File: src/rtl/adma_pkg.sv
// Shared ADMA2 descriptor field layout and responder state encoding.
// Imported by the descriptor memory responder and its storage array.
package adma_pkg;

  localparam int ADMA_DESC_W = 64;

  localparam int ATTR_VALID  = 0;
  localparam int ATTR_END    = 1;
  localparam int ATTR_INT    = 2;
  localparam int ATTR_ACT_LO = 4;
  localparam int ATTR_ACT_HI = 5;

  localparam int DESC_ADDR_LO = 32;
  localparam int DESC_ADDR_HI = 63;
  localparam int DESC_LEN_LO  = 16;
  localparam int DESC_LEN_HI  = 31;
  localparam int DESC_ATTR_LO = 0;
  localparam int DESC_ATTR_HI = 15;

  typedef enum logic [1:0] {
    ACT_NOP  = 2'b00,
    ACT_RSV  = 2'b01,
    ACT_TRAN = 2'b10,
    ACT_LINK = 2'b11
  } adma_act_e;

  typedef enum logic [1:0] {
    S_IDLE,
    S_WAIT,
    S_ACK,
    S_RELEASE
  } rsp_state_e;

  function automatic adma_act_e desc_act(
    input logic [ADMA_DESC_W-1:0] d
  );
    return adma_act_e'(d[ATTR_ACT_HI:ATTR_ACT_LO]);
  endfunction

endpackage

File: src/rtl/adma_desc_mem_array.sv
// Descriptor storage: one synchronous write port, one registered read port.
// The read register can be cleared so error responses return zero data.
module adma_desc_mem_array
  import adma_pkg::*;
#(
  parameter int DEPTH = 16
) (
  input  logic                     clk,
  input  logic                     reset_n,
  input  logic                     wr_en,
  input  logic [$clog2(DEPTH)-1:0] wr_index,
  input  logic [ADMA_DESC_W-1:0]   wr_data,
  input  logic                     rd_en,
  input  logic                     rd_clr,
  input  logic [$clog2(DEPTH)-1:0] rd_index,
  output logic [ADMA_DESC_W-1:0]   rd_data
);

  logic [ADMA_DESC_W-1:0] mem_q [DEPTH];
  logic [ADMA_DESC_W-1:0] rdata_q, rdata_d;

  // Storage is intentionally not reset; tables are preloaded by the host.
  always_ff @(posedge clk) begin
    if (wr_en) mem_q[wr_index] <= wr_data;
  end

  always_comb begin
    rdata_d = rdata_q;
    if (rd_clr)     rdata_d = '0;
    else if (rd_en) rdata_d = mem_q[rd_index];
  end

  always_ff @(posedge clk or negedge reset_n) begin
    if (!reset_n) rdata_q <= '0;
    else          rdata_q <= rdata_d;
  end

  assign rd_data = rdata_q;

endmodule

File: src/rtl/adma_desc_mem_responder.sv
// System-memory responder for ADMA descriptor fetches (4-phase enb/ack).
// ADMA_DESC_MEM_STATS_EN adds saturating read/error counters.
module adma_desc_mem_responder
  import adma_pkg::*;
#(
  parameter int          DEPTH       = 16,
  parameter logic [63:0] BASE_ADDR   = 64'h0000_0000_0000_1000,
  parameter int          WAIT_CYCLES = 2
) (
  input  logic                     clk,
  input  logic                     reset_n,
  input  logic                     enb_rd,
  input  logic [63:0]              rd_addr,
  output logic                     ack_rd,
  output logic [ADMA_DESC_W-1:0]   rd_data,
  output logic                     rd_error,
  input  logic                     wr_en,
  input  logic [$clog2(DEPTH)-1:0] wr_index,
  input  logic [ADMA_DESC_W-1:0]   wr_data
`ifdef ADMA_DESC_MEM_STATS_EN
  ,
  output logic [15:0]              rd_count,
  output logic [15:0]              err_count
`endif
);

  localparam int          IW       = $clog2(DEPTH);
  localparam logic [63:0] END_ADDR = BASE_ADDR + 64'(DEPTH) * 64'd8;
  localparam logic [3:0]  WAIT_LD  = 4'(WAIT_CYCLES - 1);

  rsp_state_e  state_q, state_d;
  logic [3:0]  cnt_q, cnt_d;
  logic [63:0] addr_q, addr_d;
  logic        ack_q, ack_d;
  logic        err_q, err_d;
  logic        cap;
  logic        addr_ok;
  logic [63:0] addr_sel;
  logic [IW-1:0] rd_idx;

  // In IDLE the live address is checked so a zero-wait read can capture at once.
  assign addr_sel = (state_q == S_IDLE) ? rd_addr : addr_q;
  assign addr_ok  = (addr_sel[2:0] == 3'd0)
                 && (addr_sel >= BASE_ADDR)
                 && (addr_sel <  END_ADDR);
  assign rd_idx   = IW'((addr_sel - BASE_ADDR) >> 3);

  always_comb begin
    state_d = state_q;
    cnt_d   = cnt_q;
    addr_d  = addr_q;
    ack_d   = ack_q;
    err_d   = err_q;
    cap     = 1'b0;
    unique case (state_q)
      S_IDLE: begin
        if (enb_rd) begin
          addr_d = rd_addr;
          if (WAIT_CYCLES == 0) begin
            cap = 1'b1;
          end else begin
            cnt_d   = WAIT_LD;
            state_d = S_WAIT;
          end
        end
      end
      S_WAIT: begin
        if (cnt_q == 4'd0) cap = 1'b1;
        else               cnt_d = cnt_q - 4'd1;
      end
      S_ACK, S_RELEASE: begin
        if (!enb_rd) begin
          ack_d   = 1'b0;
          err_d   = 1'b0;
          state_d = S_IDLE;
        end else begin
          state_d = S_RELEASE;
        end
      end
      default: state_d = S_IDLE;
    endcase
    if (cap) begin
      state_d = S_ACK;
      ack_d   = 1'b1;
      err_d   = ~addr_ok;
    end
  end

`ifdef ADMA_DESC_MEM_STATS_EN
  logic [15:0] rd_cnt_q, rd_cnt_d;
  logic [15:0] err_cnt_q, err_cnt_d;

  always_comb begin
    rd_cnt_d  = rd_cnt_q;
    err_cnt_d = err_cnt_q;
    if (cap && rd_cnt_q != 16'hFFFF)
      rd_cnt_d = rd_cnt_q + 16'd1;
    if (cap && !addr_ok && err_cnt_q != 16'hFFFF)
      err_cnt_d = err_cnt_q + 16'd1;
  end

  always_ff @(posedge clk or negedge reset_n) begin
    if (!reset_n) begin
      rd_cnt_q  <= '0;
      err_cnt_q <= '0;
    end else begin
      rd_cnt_q  <= rd_cnt_d;
      err_cnt_q <= err_cnt_d;
    end
  end

  assign rd_count  = rd_cnt_q;
  assign err_count = err_cnt_q;
`endif

  always_ff @(posedge clk or negedge reset_n) begin
    if (!reset_n) begin
      state_q <= S_IDLE;
      cnt_q   <= '0;
      addr_q  <= '0;
      ack_q   <= 1'b0;
      err_q   <= 1'b0;
    end else begin
      state_q <= state_d;
      cnt_q   <= cnt_d;
      addr_q  <= addr_d;
      ack_q   <= ack_d;
      err_q   <= err_d;
    end
  end

  adma_desc_mem_array #(
    .DEPTH(DEPTH)
  ) u_mem (
    .clk      (clk),
    .reset_n  (reset_n),
    .wr_en    (wr_en),
    .wr_index (wr_index),
    .wr_data  (wr_data),
    .rd_en    (cap & addr_ok),
    .rd_clr   (cap & ~addr_ok),
    .rd_index (rd_idx),
    .rd_data  (rd_data)
  );

  assign ack_rd   = ack_q;
  assign rd_error = err_q;

endmodule

File: config.mk
export PLATFORM = sky130hd
export DESIGN_NAME = adma_desc_mem_responder
export DESIGN_NICKNAME = d
export VERILOG_FILES = /design/src/rtl/adma_pkg.sv /design/src/rtl/adma_desc_mem_array.sv /design/src/rtl/adma_desc_mem_responder.sv
export SDC_FILE = /design/constraint.sdc
export NUM_CORES = 1
export LEC_CHECK = 0
export CORE_ASPECT_RATIO = 1.1
export CORE_MARGIN = 4
export CORE_UTILIZATION = 40
export CTS_BUF_LIST = sky130_fd_sc_hd__clkbuf_16
export DETAILED_ROUTE_END_ITERATION = 16
export GPL_TIMING_DRIVEN = 0
export PLACE_DENSITY_LB_ADDON = 0.12
export SLEW_MARGIN = 20
export SYNTH_ARGS = -nofsm -noshare
export SYNTH_HDL_FRONTEND = slang
export SYNTH_HIERARCHICAL = 1
export SYNTH_SLANG_ARGS = --single-unit
File: constraint.sdc
create_clock -name clk -period 4.45 [get_ports clk]
set_input_delay 0.6675 -clock clk [delete_from_list [all_inputs] [get_ports clk]]
set_output_delay 0.6675 -clock clk [all_outputs]
set_load 0.01 [all_outputs]
==> results of run 1 <==
[through the flow]
step	setup TNS [ns]	area [sq um]	instances	util	setup slack, ns
4_1_cts	0	54300	4744	0.488	0.980
5_1_grt	0	54300	4744	0.488	0.712
3_5_place_dp	0	50500	4518	0.454	0.343
2_1_floorplan	0	45000	2751	-	0.0882
6_report	0	54300	4745	0.488	0.981
3_3_place_gp	-4168.47	48900	4447	0.440	-4.37
[worst min-delay path: cells and delay by family (launching register included)]
family        cells  cell delay [ns]
flops             1             0.34
simple gates      2             0.11
[what timing repair did]
action | in CTS | in global routing
hold buffers | 1 | 0
buffers inserted | 0 | 0
hold endpoints to repair | 56 | 0
[layout make-up]
cell class | instances | area [sq um] | area share
well taps | 1495 | 1870 | 0.0345
diodes | 1 | 2.50 | 0.0000461
repair buffers | 273 | 3520 | 0.0648
inverters | 2 | 7.51 | 0.000138
plain buffers | 148 | 1050 | 0.0193
flip-flops and latches | 1160 | 34200 | 0.629
clock inverters | 103 | 696 | 0.0128
clock buffers | 122 | 3050 | 0.0563
multi-input cells | 1441 | 9910 | 0.183
[routing by layer]
metal	track usage	part of all wire	vias to the layer above
met5	0	0.00032	-
met4	0.0494	0.019	6
met3	0.0307	0.053	149
met2	0.325	0.48	703
met1	0.279	0.45	12909
li1	-	-	11333
[path summary, 6_finish.rpt]
check | startpoint | slack (ns) | to | cells after the start
max | rd_addr[0] | 0.98 | u_mem/rd_data[52] | 11
min | addr_q[4] | 0.47 | addr_q[4] | 2
max reg2reg | addr_q[11] | 1.13 | u_mem/rd_data[52] | 10
min reg2reg | addr_q[4] | 0.47 | addr_q[4] | 2
max in group asynchronous | reset_n | 2.98 | u_mem/rd_data[45] | 3
min in group asynchronous | reset_n | 0.55 | addr_q[48] | 2
[cells in the mapped netlist (all sizes together), types with 7 or more instances]
cell type and n:
nand3 194, dfrtp 136, mux2i 514, edfxtp 1024, nand2 392, nor2 18
nor3 7, clkbuf 46, a21oi 130, nor4 20, buf 102, a22oi 128
[cell families after synthesis]
family,share of synthesized area
compound gates,0.0371
xor+xnor,0.000195
fa+ha+maj,0.000556
buf+inv,0.0234
flops,0.759
mux,0.115
simple gates,0.0640
[flip-flops by register name, summed over array words and instances (netlist names)]
name           flops
u_mem/mem_q     1024
ack_rd             1
cnt_q              4
addr_q            64
u_mem/rd_data     64
rd_error           1
state_q            2
[power by group through the flow]
stage	clock (mW)	sequential, mW	combinational, mW
after floorplan	0	12.8	5.85
after global placement	0	12.8	8.75
after detailed placement	0	12.8	8.91
after CTS	9.75	12.6	8.93
after global routing	10.2	12.6	9.42
final	9.50	12.6	8.82
==> out/qor.tcl, run 1 <==
set qor(share_of_total_power_in_the_clock_network) 0.307
set qor(seq_power_share) 0.407
set qor(synth_enable_flop_cells) 1024
set qor(grt_antenna_before_repair) 5
set qor(post_syn_area_sq_um) 45000
set qor(critPathMaxStageDelay_ns) 0.47
set qor(post_synth_main_area_contributors) {sky130_fd_sc_hd__edfxtp_1 68%, sky130_fd_sc_hd__mux2i_1 11%, sky130_fd_sc_hd__dfrtp_1 7.6%, sky130_fd_sc_hd__nand2_1 3.3%, sky130_fd_sc_hd__nand3_1 2.2%}
set qor(worst_hold_path_type) {reg -> reg}
set qor(gp_congestion) 0.804
set qor(netSwitchingFraction) 0.317
set qor(status) {completed}
set qor(drtIter0Drc) 2068
set qor(synth.distinct_cells) 42
set qor(layout_commonest_cell) {sky130_fd_sc_hd__edfxtp_1}
set qor(cp.buffers_inverters) 3
set qor(grt_max_degree) 81
set qor(worst_ep_required_time_ns) 5.07
set qor(die-height_um) 360
set qor(grt_util_overall) 0.198
set qor(cts-resized-gates) 0
set qor(period_share) 0.780
set qor(die_x_um) 328
set qor(clock_sink_count) 1160
set qor(synthesis.nets) 2889
set qor(dp_hpwl_um) 77200
set qor(normalized_max_slew_margin) 0.443
set qor(power.net_switching_mw) 9.82
set qor(detail_route.first_pass.iterations) 5
set qor(post_drt_via_cell_ratio) 5.29
set qor(placement.io_buffers) 201
set qor(drt-wirelength-per-cell_um) 24.9
set qor(crit_path_frequent_cell) {sky130_fd_sc_hd__nand3_1}
set qor(cts_tree) {yes}
set qor(critPathLaunchType) {primary input}
set qor(clock.fmax_mhz) 288
set qor(synth_top_flop_cell) {sky130_fd_sc_hd__edfxtp_1}
set qor(routed-via-count) 25100
set qor(ir_worst_vdd_uv) 379
set qor(drt.antenna.violating_nets) 0
set qor(drc) 0
set qor(cellPowerDensity_nw_per_um2) 570
set qor(num_io_pins) 202
set qor(worst_setup_path_end_kind) {flip-flop}
set qor(period_needed_ns) 3.47
set qor(cap_viol_max_count) 0
set qor(finish.net_count) 3283
set qor(critical-path-top-delay-family) {simple AND/OR/NAND/NOR gates}
set qor(leading_cell_types_in_the_layout_fill_and_taps_excluded) {1,024 x sky130_fd_sc_hd__edfxtp_1, 514 x sky130_fd_sc_hd__mux2i_1, 392 x sky130_fd_sc_hd__nand2_1}
set qor(slowest_cp_cell) {sky130_fd_sc_hd__nor3_1}
set qor(synthToLayoutAreaGrowth_pct) 20.6
set qor(report.final.setup_viol) 0
set qor(drive_above_1_share) 0.109
set qor(critPathKind) {in -> reg}
set qor(worst_ep_arrival_time_ns) 4.09
set qor(grt_setup_unrepaired) {no}
set qor(p_comb_frac) 0.285
set qor(power.internal_mw) 21.1
set qor(hold_viol_final) 0
set qor(clk_transition_reported_paths_ns) 0.06
set qor(core_area_sq_um) 111000
set qor(grt_overflow_total) 0
set qor(leakagePower_nw) 19.4
set qor(post_synth.cell_area_avg_sq_um) 16.3
set qor(async_reset_ff_frac) 0.117
set qor(yosys_warnings) 6
set qor(timing.clock.skew_ns) 0.0270
set qor(slew_worst_pin_ns) 0.834
set qor(clk_path_buf_depth) 3
set qor(design_power_total_mw) 30.9
set qor(h-tree-depth) 3
set qor(worstSkewPairLatency_ns) 0.70
set qor(floorplan.die_area_sq_um) 118000
set qor(synth.ff_latch_count) 1160
set qor(grt_pass1_vias) 25948
set qor(grt_pass1_wl_um) 173000
set qor(initial_utilization) 0.405
set qor(hold_ws_ns) 0.475
set qor(path_cells) {clkdlybuf4s50_1 > nor4_1 > nand4_1 > o22a_1 > nor3_1 > nand3b_1 > buf_2 > clkbuf_1 > a21oi_1 > nand3_1 > nand3_1}
set qor(post-synth-top-area-fraction) 0.684
set qor(synth.largest_area_cell) {sky130_fd_sc_hd__edfxtp_1}
set qor(wl_um) 118000
set qor(cts-buffers-inserted) 119
set qor(fillerInstances) 9492
set qor(cp_max_fo) 10
set qor(synth_seq_area_share) 0.759
set qor(floorplan.rows) 128
set qor(syn-instance-count) 2751
set qor(clk_root_buffer_cell) {sky130_fd_sc_hd__clkbuf_16}
set qor(slew_viol_final) 0
Power figures use the tool's default switching activity.
==> run 2: changes to the inputs <==
==> constraint.sdc (replaced) <==
create_clock -name clk -period 3.6 [get_ports clk]
set_input_delay 0.54 -clock clk [delete_from_list [all_inputs] [get_ports clk]]
set_output_delay 0.54 -clock clk [all_outputs]
set_load 0.01 [all_outputs]
==> out/qor.tcl, run 2 (synthesized netlist as in run 1, its figures left out) <==
set qor(floorplan.rows) 128 ;# unchanged
set qor(report.final.setup_viol) 0 ;# unchanged
set qor(grt_pass1_wl_um) 173000 ;# about the same
set qor(grt_util_overall) 0.197 ;# -0.00101
set qor(synthToLayoutAreaGrowth_pct) 21.0
set qor(grt_pass1_vias) 26226 ;# +1.1%
set qor(grt_antenna_before_repair) 5 ;# unchanged
set qor(drtIter0Drc) 1780 ;# -14%
set qor(share_of_total_power_in_the_clock_network) 0.318 ;# +0.011
set qor(postPlaceCellArea_sq_um) 50500 ;# about the same
set qor(instances_no_fill) 4744 ;# -0.021%
set qor(regMostFlops) {u_mem/mem_q}
set qor(grt_overflow_total) 0 ;# unchanged
set qor(p_comb_frac) 0.281 ;# -0.004
set qor(clock_sink_count) 1160 ;# unchanged
set qor(die-height_um) 360 ;# unchanged
set qor(slew_viol_final) 0 ;# unchanged
set qor(leading_cell_types_in_the_layout_fill_and_taps_excluded) {1,024 x sky130_fd_sc_hd__edfxtp_1, 514 x sky130_fd_sc_hd__mux2i_1, 392 x sky130_fd_sc_hd__nand2_1}
set qor(worst_setup_path_end_kind) {flip-flop}
set qor(layout.cell_area.non_filler_sq_um) 54400 ;# +0.35%
set qor(area.sequential_sq_um) 34200 ;# unchanged
set qor(multi_input_comb_area_sq_um) 9910 ;# unchanged
set qor(gp_congestion) 0.792 ;# -1.5%
set qor(clock.fmax_mhz) 306
set qor(grt_max_degree) 58 ;# -28%
set qor(worst_setup_path_startpoint) {rd_addr[26]}
set qor(placement.io_buffers) 201 ;# unchanged
set qor(grt_setup_unrepaired) {no}
set qor(period_needed_ns) 3.27
set qor(slew_worst_pin_ns) 0.855 ;# +0.0214 ns
set qor(place_inst) 4517 ;# -0.022%
set qor(worstSkewPairLatency_ns) 0.70 ;# about the same
set qor(timing.clock.skew_ns) 0.0247 ;# -0.00224 ns
set qor(ir_worst_vdd_uv) 399 ;# +5.3%
set qor(leakagePower_nw) 19.5 ;# +0.23%
set qor(drt.antenna.violating_nets) 0 ;# unchanged
set qor(h-tree-depth) 3 ;# unchanged
set qor(floorplan.die_area_sq_um) 118000 ;# unchanged
set qor(critPathKind) {in -> reg}
set qor(drc) 0 ;# unchanged
set qor(worst_r2r_path_depth) 11 ;# +1
set qor(clk_root_buffer_cell) {sky130_fd_sc_hd__clkbuf_16}
set qor(seq_power_share) 0.401 ;# -0.006
set qor(cts-resized-gates) 0 ;# unchanged
set qor(period_share) 0.909
set qor(drive_above_1_share) 0.117 ;# +0.00746
set qor(post_drt_via_cell_ratio) 5.27 ;# -0.33%
set qor(normalized_max_slew_margin) 0.430 ;# -0.0125
set qor(status) {completed}
set qor(power.internal_mw) 26.6 ;# +26%
set qor(num_io_pins) 202 ;# unchanged
set qor(hold_viol_final) 0 ;# unchanged
set qor(clk_transition_reported_paths_ns) 0.06 ;# about the same
set qor(worst_ep_required_time_ns) 4.23 ;# -0.84 ns
set qor(drt-wirelength-per-cell_um) 24.9 ;# -0.36%
set qor(critPathLaunchType) {primary input}
set qor(cap_viol_max_count) 0 ;# unchanged
set qor(cts_tree) {yes}
set qor(wl_um) 118000 ;# -0.38%
set qor(worst_ep_arrival_time_ns) 3.90 ;# -0.19 ns
set qor(dp_hpwl_um) 78000 ;# +0.94%
set qor(largest_register_ff_count) 1024 ;# unchanged
set qor(clk_path_buf_depth) 3 ;# unchanged
set qor(initial_utilization) 0.405 ;# unchanged
set qor(cts-buffers-inserted) 118 ;# -0.84%
set qor(design_power_total_mw) 38.8 ;# +25%
set qor(detail_route.first_pass.iterations) 5 ;# unchanged
set qor(finish.net_count) 3281 ;# -0.061%
set qor(power.net_switching_mw) 12.2 ;# +24%
set qor(netSwitchingFraction) 0.315 ;# -0.00294
set qor(worst_r2r_start) {cnt_q[0]}
set qor(routed-via-count) 25013 ;# -0.35%
set qor(hold_ws_ns) 0.334 ;# -0.141 ns
set qor(die_x_um) 328 ;# unchanged
set qor(layout_commonest_cell) {sky130_fd_sc_hd__edfxtp_1}
set qor(core_area_sq_um) 111000 ;# unchanged
set qor(cp_max_fo) 10 ;# unchanged
set qor(fillerInstances) 9442 ;# -0.53%
set qor(worst_hold_path_type) {in -> async}
set qor(cellPowerDensity_nw_per_um2) 713 ;# +25%
set qor(cts.repair_timing.setup_buffer_count) 0 ;# unchanged
run 2: final cells by class:
class / instances / area share
antenna: 2 / 0.0000919
buffer: 148 / 0.0192
clock buffer: 123 / 0.0565
clock inverter: 101 / 0.0164
inverter: 2 / 0.000138
multi-input combinational: 1441 / 0.182
sequential: 1160 / 0.627
tap: 1495 / 0.0344
timing repair buffer: 272 / 0.0639
run 2: final timing paths:
check                                    endpoint  slack, ns
min in group clk                       addr_q[23]       0.38
worst max register to register  u_mem/rd_data[33]       0.41
worst max-delay path            u_mem/rd_data[33]       0.33
worst min-delay path            u_mem/rd_data[19]       0.33
worst min register to register         addr_q[12]       0.47
max in group asynchronous       u_mem/rd_data[47]       2.26
run 2: power by group through the flow:
stage / Sequential [mW] / Clock (mW) / Combinational, mW
2_1_floorplan: 15.8 / 0 / 7.24
3_3_place_gp: 15.8 / 0 / 10.8
3_5_place_dp: 15.8 / 0 / 11.0
4_1_cts: 15.6 / 12.6 / 11.0
5_1_grt: 15.6 / 13.2 / 11.7
6_report: 15.6 / 12.3 / 10.9
run 2: worst max-delay path: stages:
cell and delay [ns]:
sky130_fd_sc_hd__clkdlybuf4s50_1 0.42, sky130_fd_sc_hd__nor4_1 0.46, sky130_fd_sc_hd__nand4_1 0.26, sky130_fd_sc_hd__o22a_1 0.31, sky130_fd_sc_hd__nor3_1 0.50, sky130_fd_sc_hd__nand3b_1 0.13
sky130_fd_sc_hd__buf_2 0.31, sky130_fd_sc_hd__clkbuf_1 0.37, sky130_fd_sc_hd__a21oi_1 0.22, sky130_fd_sc_hd__nand3_1 0.21, sky130_fd_sc_hd__nand3_1 0.15
run 2: stage by stage:
step	setup WS (ns)	util	setup TNS [ns]
3_5_place_dp	-0.345	0.454	-14.89
5_1_grt	0.207	0.490	0
4_1_cts	0.384	0.490	0
2_1_floorplan	-0.634	-	-147.97
6_report	0.328	0.490	0
3_3_place_gp	-5.04	0.440	-3341.34
run 2: timing repair:
action / CTS / global route
endpoints found under the setup margin: 0 / 0
endpoints found under the hold margin: 24 / 0
hold buffers: 1 / 0
run 2: per-layer routing:
layer | global-route usage | part of all wire
met1 | 0.274 | 0.45
met2 | 0.327 | 0.48
met3 | 0.0302 | 0.051
met4 | 0.0505 | 0.021
met5 | 0 | 0.00025
==> run 3: changes to the inputs <==
--- a/config.mk
+++ b/config.mk
@@ -11,6 +11,7 @@
 export CTS_BUF_LIST = sky130_fd_sc_hd__clkbuf_16
 export DETAILED_ROUTE_END_ITERATION = 16
 export GPL_TIMING_DRIVEN = 0
+export HOLD_SLACK_MARGIN = 0.08
 export PLACE_DENSITY_LB_ADDON = 0.12
 export SLEW_MARGIN = 20
 export SYNTH_ARGS = -nofsm -noshare
==> results of run 3 <==
No change in the layout: final DEF, timing and power equal those of run 2.
